`src/rtl/lfsr_encrypt_6b.sv`:
```
// Encryptor feeding the lab 5 decryptor: emits a 0x5F preamble followed by the
// plaintext, each byte's low 6 bits XORed with a 6-bit LFSR keystream.
module lfsr_encrypt_6b #(
   parameter logic [7:0] MSG_BASE = 8'd0,
   parameter logic [7:0] CT_BASE  = 8'd64,
   parameter int         CT_LEN   = 64,
   parameter int         PRE_MIN  = 7,
   parameter int         PRE_MAX  = 12
) (
   input  logic       clk,
   input  logic       init_n,
   input  logic       start,
   input  logic [2:0] tap_sel,
   input  logic [5:0] seed,
   input  logic [5:0] pre_len,
   input  logic [7:0] data_out,
   output logic [7:0] raddr,
   output logic [7:0] waddr,
   output logic       wr_en,
   output logic [7:0] data_in,
   output logic       done
);

   typedef enum logic [1:0] {IDLE, LOAD, RUN, DONE} state_t;

   localparam logic [6:0] P_MIN  = 7'(PRE_MIN);
   localparam logic [6:0] P_MAX  = 7'(PRE_MAX);
   localparam logic [6:0] K_LAST = 7'(CT_LEN - 1);

   state_t     state_q, state_d;
   logic [6:0] k_q, k_d;
   logic [6:0] p_q, p_d;
   logic [5:0] lfsr_q, lfsr_d;
   logic [5:0] taps_q, taps_d;

   logic [5:0] tap_lut;
   logic [6:0] pre_clamped;
   logic [6:0] msg_off;
   logic [7:0] plain;

   always_comb begin
      case (tap_sel)
         3'd0:    tap_lut = 6'h21;
         3'd1:    tap_lut = 6'h2D;
         3'd2:    tap_lut = 6'h30;
         3'd3:    tap_lut = 6'h33;
         3'd4:    tap_lut = 6'h36;
         3'd5:    tap_lut = 6'h39;
         default: tap_lut = 6'h21;
      endcase
   end

   always_comb begin
      pre_clamped = {1'b0, pre_len};
      if (pre_clamped < P_MIN)      pre_clamped = P_MIN;
      else if (pre_clamped > P_MAX) pre_clamped = P_MAX;
   end

   assign msg_off = k_q - p_q;
   assign plain   = (k_q < p_q) ? 8'h5F : data_out;

   always_comb begin
      state_d = state_q;
      k_d     = k_q;
      p_d     = p_q;
      lfsr_d  = lfsr_q;
      taps_d  = taps_q;
      raddr   = 8'h00;
      waddr   = 8'h00;
      wr_en   = 1'b0;
      data_in = 8'h00;
      done    = 1'b0;
      case (state_q)
         IDLE: begin
            if (start) state_d = LOAD;
         end
         LOAD: begin
            taps_d  = tap_lut;
            p_d     = pre_clamped;
            lfsr_d  = (seed == 6'h00) ? 6'h01 : seed;
            k_d     = 7'd0;
            state_d = RUN;
         end
         RUN: begin
            // The preamble slots keep raddr parked at the message base.
            raddr   = (k_q < p_q) ? MSG_BASE : MSG_BASE + {1'b0, msg_off};
            waddr   = CT_BASE + {1'b0, k_q};
            wr_en   = 1'b1;
            data_in = plain ^ {2'b00, lfsr_q};
            lfsr_d  = {lfsr_q[4:0], ^(lfsr_q & taps_q)};
            k_d     = k_q + 7'd1;
            if (k_q == K_LAST) state_d = DONE;
         end
         DONE: begin
            done = 1'b1;
            if (start) state_d = LOAD;
         end
         default: state_d = IDLE;
      endcase
   end

   always_ff @(posedge clk or negedge init_n) begin
      if (!init_n) begin
         state_q <= IDLE;
         k_q     <= 7'd0;
         p_q     <= P_MIN;
         lfsr_q  <= 6'h01;
         taps_q  <= 6'h21;
      end else begin
         state_q <= state_d;
         k_q     <= k_d;
         p_q     <= p_d;
         lfsr_q  <= lfsr_d;
         taps_q  <= taps_d;
      end
   end

endmodule

```
`config.mk`:
```
export PLATFORM = sky130hd
export DESIGN_NAME = lfsr_encrypt_6b
export DESIGN_NICKNAME = d
export VERILOG_FILES = /design/src/rtl/lfsr_encrypt_6b.sv
export SDC_FILE = /design/constraint.sdc
export NUM_CORES = 1
export LEC_CHECK = 0
export BUFFER_PORTS_ARGS = -buffer_cell sky130_fd_sc_hd__buf_4
export CAP_MARGIN = 30
export CORE_UTILIZATION = 58
export CTS_CLUSTER_DIAMETER = 60
export DETAILED_ROUTE_END_ITERATION = 10
export PLACE_DENSITY = 0.87
export SYNTH_ARGS = -nofsm -noshare
export SYNTH_HDL_FRONTEND = slang
export SYNTH_SLANG_ARGS = --single-unit
```
`constraint.sdc`:
```
create_clock -name clk -period 2.65 [get_ports clk]
set_input_delay 0.1325 -clock clk [delete_from_list [all_inputs] [get_ports clk]]
set_output_delay 0.1325 -clock clk [all_outputs]
set_load 0.01 [all_outputs]
```
==> results.py <==
metrics = {
    "status": {
        "outcome": "finished, final reports clean",
    },
    "drt": {
        "wl_per_cell_um": 14.0,
        "vias": 1955,
        "antenna_left": 0,
        "first_pass_iters": 4,
        "drc_errors": 0,
        "dr.first_iter.drc_count": 155,
        "drt-total-wl_um": 4710,
        "viasPerCell": 5.80,
    },
    "floorplanning": {
        "die_x_um": 62.2,
        "ios": 52,
        "die_area_mm2": 0.00387,
        "num_rows": 21,
        "die_h_um": 62.2,
        "core_mm2": 0.00342,
        "initial_utilization_pct": 61.6,
    },
    "sta": {
        "setup_viol": 0,
        "finalMaxSlewViolations": 0,
        "min_period_ns": 2.55,
        "fin_skew_ns": 0.00786,
        "grt_setup_unrepaired": "yes",
        "period_share_pct": 96.1,
        "whs_ns": 0.0364,
        "hold_violations": 0,
        "fmax_mhz": 393,
    },
    "cts": {
        "cts_tree": "done",
        "clkTransAtPathRegs_ns": 0.12,
        "numCtsBuffers": 3,
        "clock_tree.root_cell": "clkbuf_4",
        "clock-sinks": 26,
        "cts_max_level": 1,
        "clock_path_buffers": 2,
        "post-cts-setup-buffers": 0,
        "insertion_delay_ns": 0.32,
    },
    "yosys": {
        "synth.avg_cell_area_um2": 8.58,
        "syn_inst": 245,
        "yosys.area.top_type": "dfrtp_1",
        "yosys_warnings": 0,
        "ys_top_cells_by_area": "dfrtp_1 25%, dfstp_2 6.2%, ha_1 5.9%",
        "ys_seq_elements": 26,
        "synth_edf_count": 0,
        "syn_area_mm2": 0.00210,
        "synth_flop_cell": "dfrtp_1",
        "netlist.area_leader.share_pct": 25.0,
        "async_flop_share_pct": 100,
        "synth_cell_type_count": 53,
        "synth_nets": 282,
        "seq_area_frac_synth_pct": 31.2,
    },
    "setup_path": {
        "reg2reg_to": "state_q[0]",
        "critPathCaptureType": "primary output",
        "arrival_ns": 2.41,
        "r2r_slack_ns": 0.80,
        "r2r_start": "state_q[0]",
        "required_ns": 2.52,
        "crit_start": "p_q[0]",
        "crit_path_end": "raddr[6]",
        "path_class": "reg2out",
        "start_kind": "register",
        "crit_fanout": 2,
        "worst_r2r_path_depth": 5,
    },
    "layout": {
        "drive_gt1_share_pct": 27.1,
        "fin_area_mm2": 0.00257,
        "fin_nets": 329,
        "area_growth_pct": 22.2,
        "n_antenna_cell": 0,
        "final_core_util_pct": 75.2,
    },
    "global_route": {
        "antenna_found_initial": 0,
        "first_global_vias": 1781,
        "globalRouteOverflowTotal": 0,
        "grt_max_degree": 33,
        "grtUsageTotal_pct": 25.1,
        "grt_pass1_wl_um": 7880,
    },
    "place": {
        "io_buffers": 50,
        "dp_hpwl_um": 3500,
        "dpl_cell_area_mm2": 0.00248,
        "gp_congestion": 0.803,
    },
    "min_path": {
        "hp-class": "in2reg",
        "whs_path_depth": 3,
    },
    "pwr": {
        "vdd_ir_drop_max_v": 0.000868,
        "p_leak_nw": 1.23,
        "p_per_area_mw_per_mm2": 809,
    },
    "run": {
        "maxCapViolCount": 0,
    },
}
==> flip-flops by register name (all words and copies together) (netlist names) <==
register and flops:
k_q 7, lfsr_q 6, p_q 6, state_q 2, taps_q 5
==> worst max-delay path, cell delays in order, from the launching register on <==
cell and delay [ns]:
dfstp_2 0.55, ha_1 0.16, inv_1 0.06, fa_2 0.37, a21oi_2 0.17, o21ai_0 0.14, mux2_2 0.31, nor4_2 0.20
buf_4 0.15
==> power breakdown <==
| part | leakage, nW | switching, mW | internal [mW] |
|---|---|---|---|
| sequential | 0.318 | 0.149 | 0.554 |
| combinational | 0.895 | 0.658 | 0.550 |
| clock | 0.0150 | 0.109 | 0.0589 |
| total | 1.23 | 0.916 | 1.16 |
==> metal layers <==
layer	routed length [um]	global-route usage, %	vias up
met4	68	7.85	0
met2	2300	42.4	51
met1	2170	33.2	926
li1	-	-	969
met5	0	0	-
met3	172	3.68	9
==> timing repair <==
item / 4_1_cts / 5_1_grt
hold endpoints to repair: 27 / 1
hold buffers: 2 / 1
resized for setup: 1 / 8
setup endpoints to repair: 2 / 14
pin swaps: 0 / 1
==> final cells by class <==
class | instances | area (um^2)
Multi-Input combinational cell | 188 | 1340
Clock buffer | 4 | 26.3
Sequential cell | 26 | 657
Tap cell | 46 | 57.6
Inverter | 17 | 63.8
Timing Repair Buffer | 56 | 428
Fill cell | 272 | 846
==> cell families after synthesis <==
group	after synthesis	synth area share, %
AND/OR/NAND/NOR	101	26.1
AO/OA/AOI/OAI	57	20.3
buffers and inverters	31	6.54
flip-flops	26	31.2
adder cells (fa/ha/maj)	11	6.90
XOR/XNOR	9	4.40
multiplexers	9	4.40
other	1	0.178
==> cell usage in the layout, fill, tap and decap left out, types with 5 or more instances in the layout <==
cell	netlist	routed
nor3b_1	10	10
a211o_1	6	6
nand3b_1	5	5
o21ai_0	17	17
dfrtp_1	21	21
inv_1	16	15
buf_4	1	53
mux2i_1	7	7
and3_1	6	6
and2_1	6	6
ha_1	10	8
nor2_1	20	20
nand4b_1	5	5
dfstp_2	5	5
xnor2_1	6	6
nor3_1	11	11
nand2_1	22	22
o211ai_2	5	5
a21oi_1	10	8
==> cell usage after synthesis, types with 6 or more instances <==
cell      instances
ha_1             10
a211o_1           6
xnor2_1           6
o21ai_0          17
nor2_1           20
and3_1            6
inv_1            16
nor3b_1          10
a21oi_1          10
nand2_1          22
nor3_1           11
mux2i_1           7
dfrtp_1          21
and2_1            6
clkbuf_1          9
==> per-stage QoR <==
step / setup WS, ns / power (mW) / std cells / TNS (ns)
finish: 0.103 / 2.08 / 337 / 0
global route: -0.0542 / 2.26 / 337 / -0.0976
CTS: 0.0261 / 2.06 / 336 / 0
detailed placement: 0.367 / 1.88 / 330 / 0
global placement: 0.427 / 1.84 / 330 / 0
floorplan: 0.494 / 1.53 / 245 / 0
==> worst min-delay path by stage <==
stage / from / end
after floorplan: init_n / k_q[0]
after global placement: init_n / k_q[0]
after detailed placement: init_n / k_q[0]
after CTS: tap_sel[1] / taps_q[3]
after global routing: pre_len[2] / p_q[2]
final: pre_len[2] / p_q[2]
Note: power is estimated with default switching activity, not from simulation.
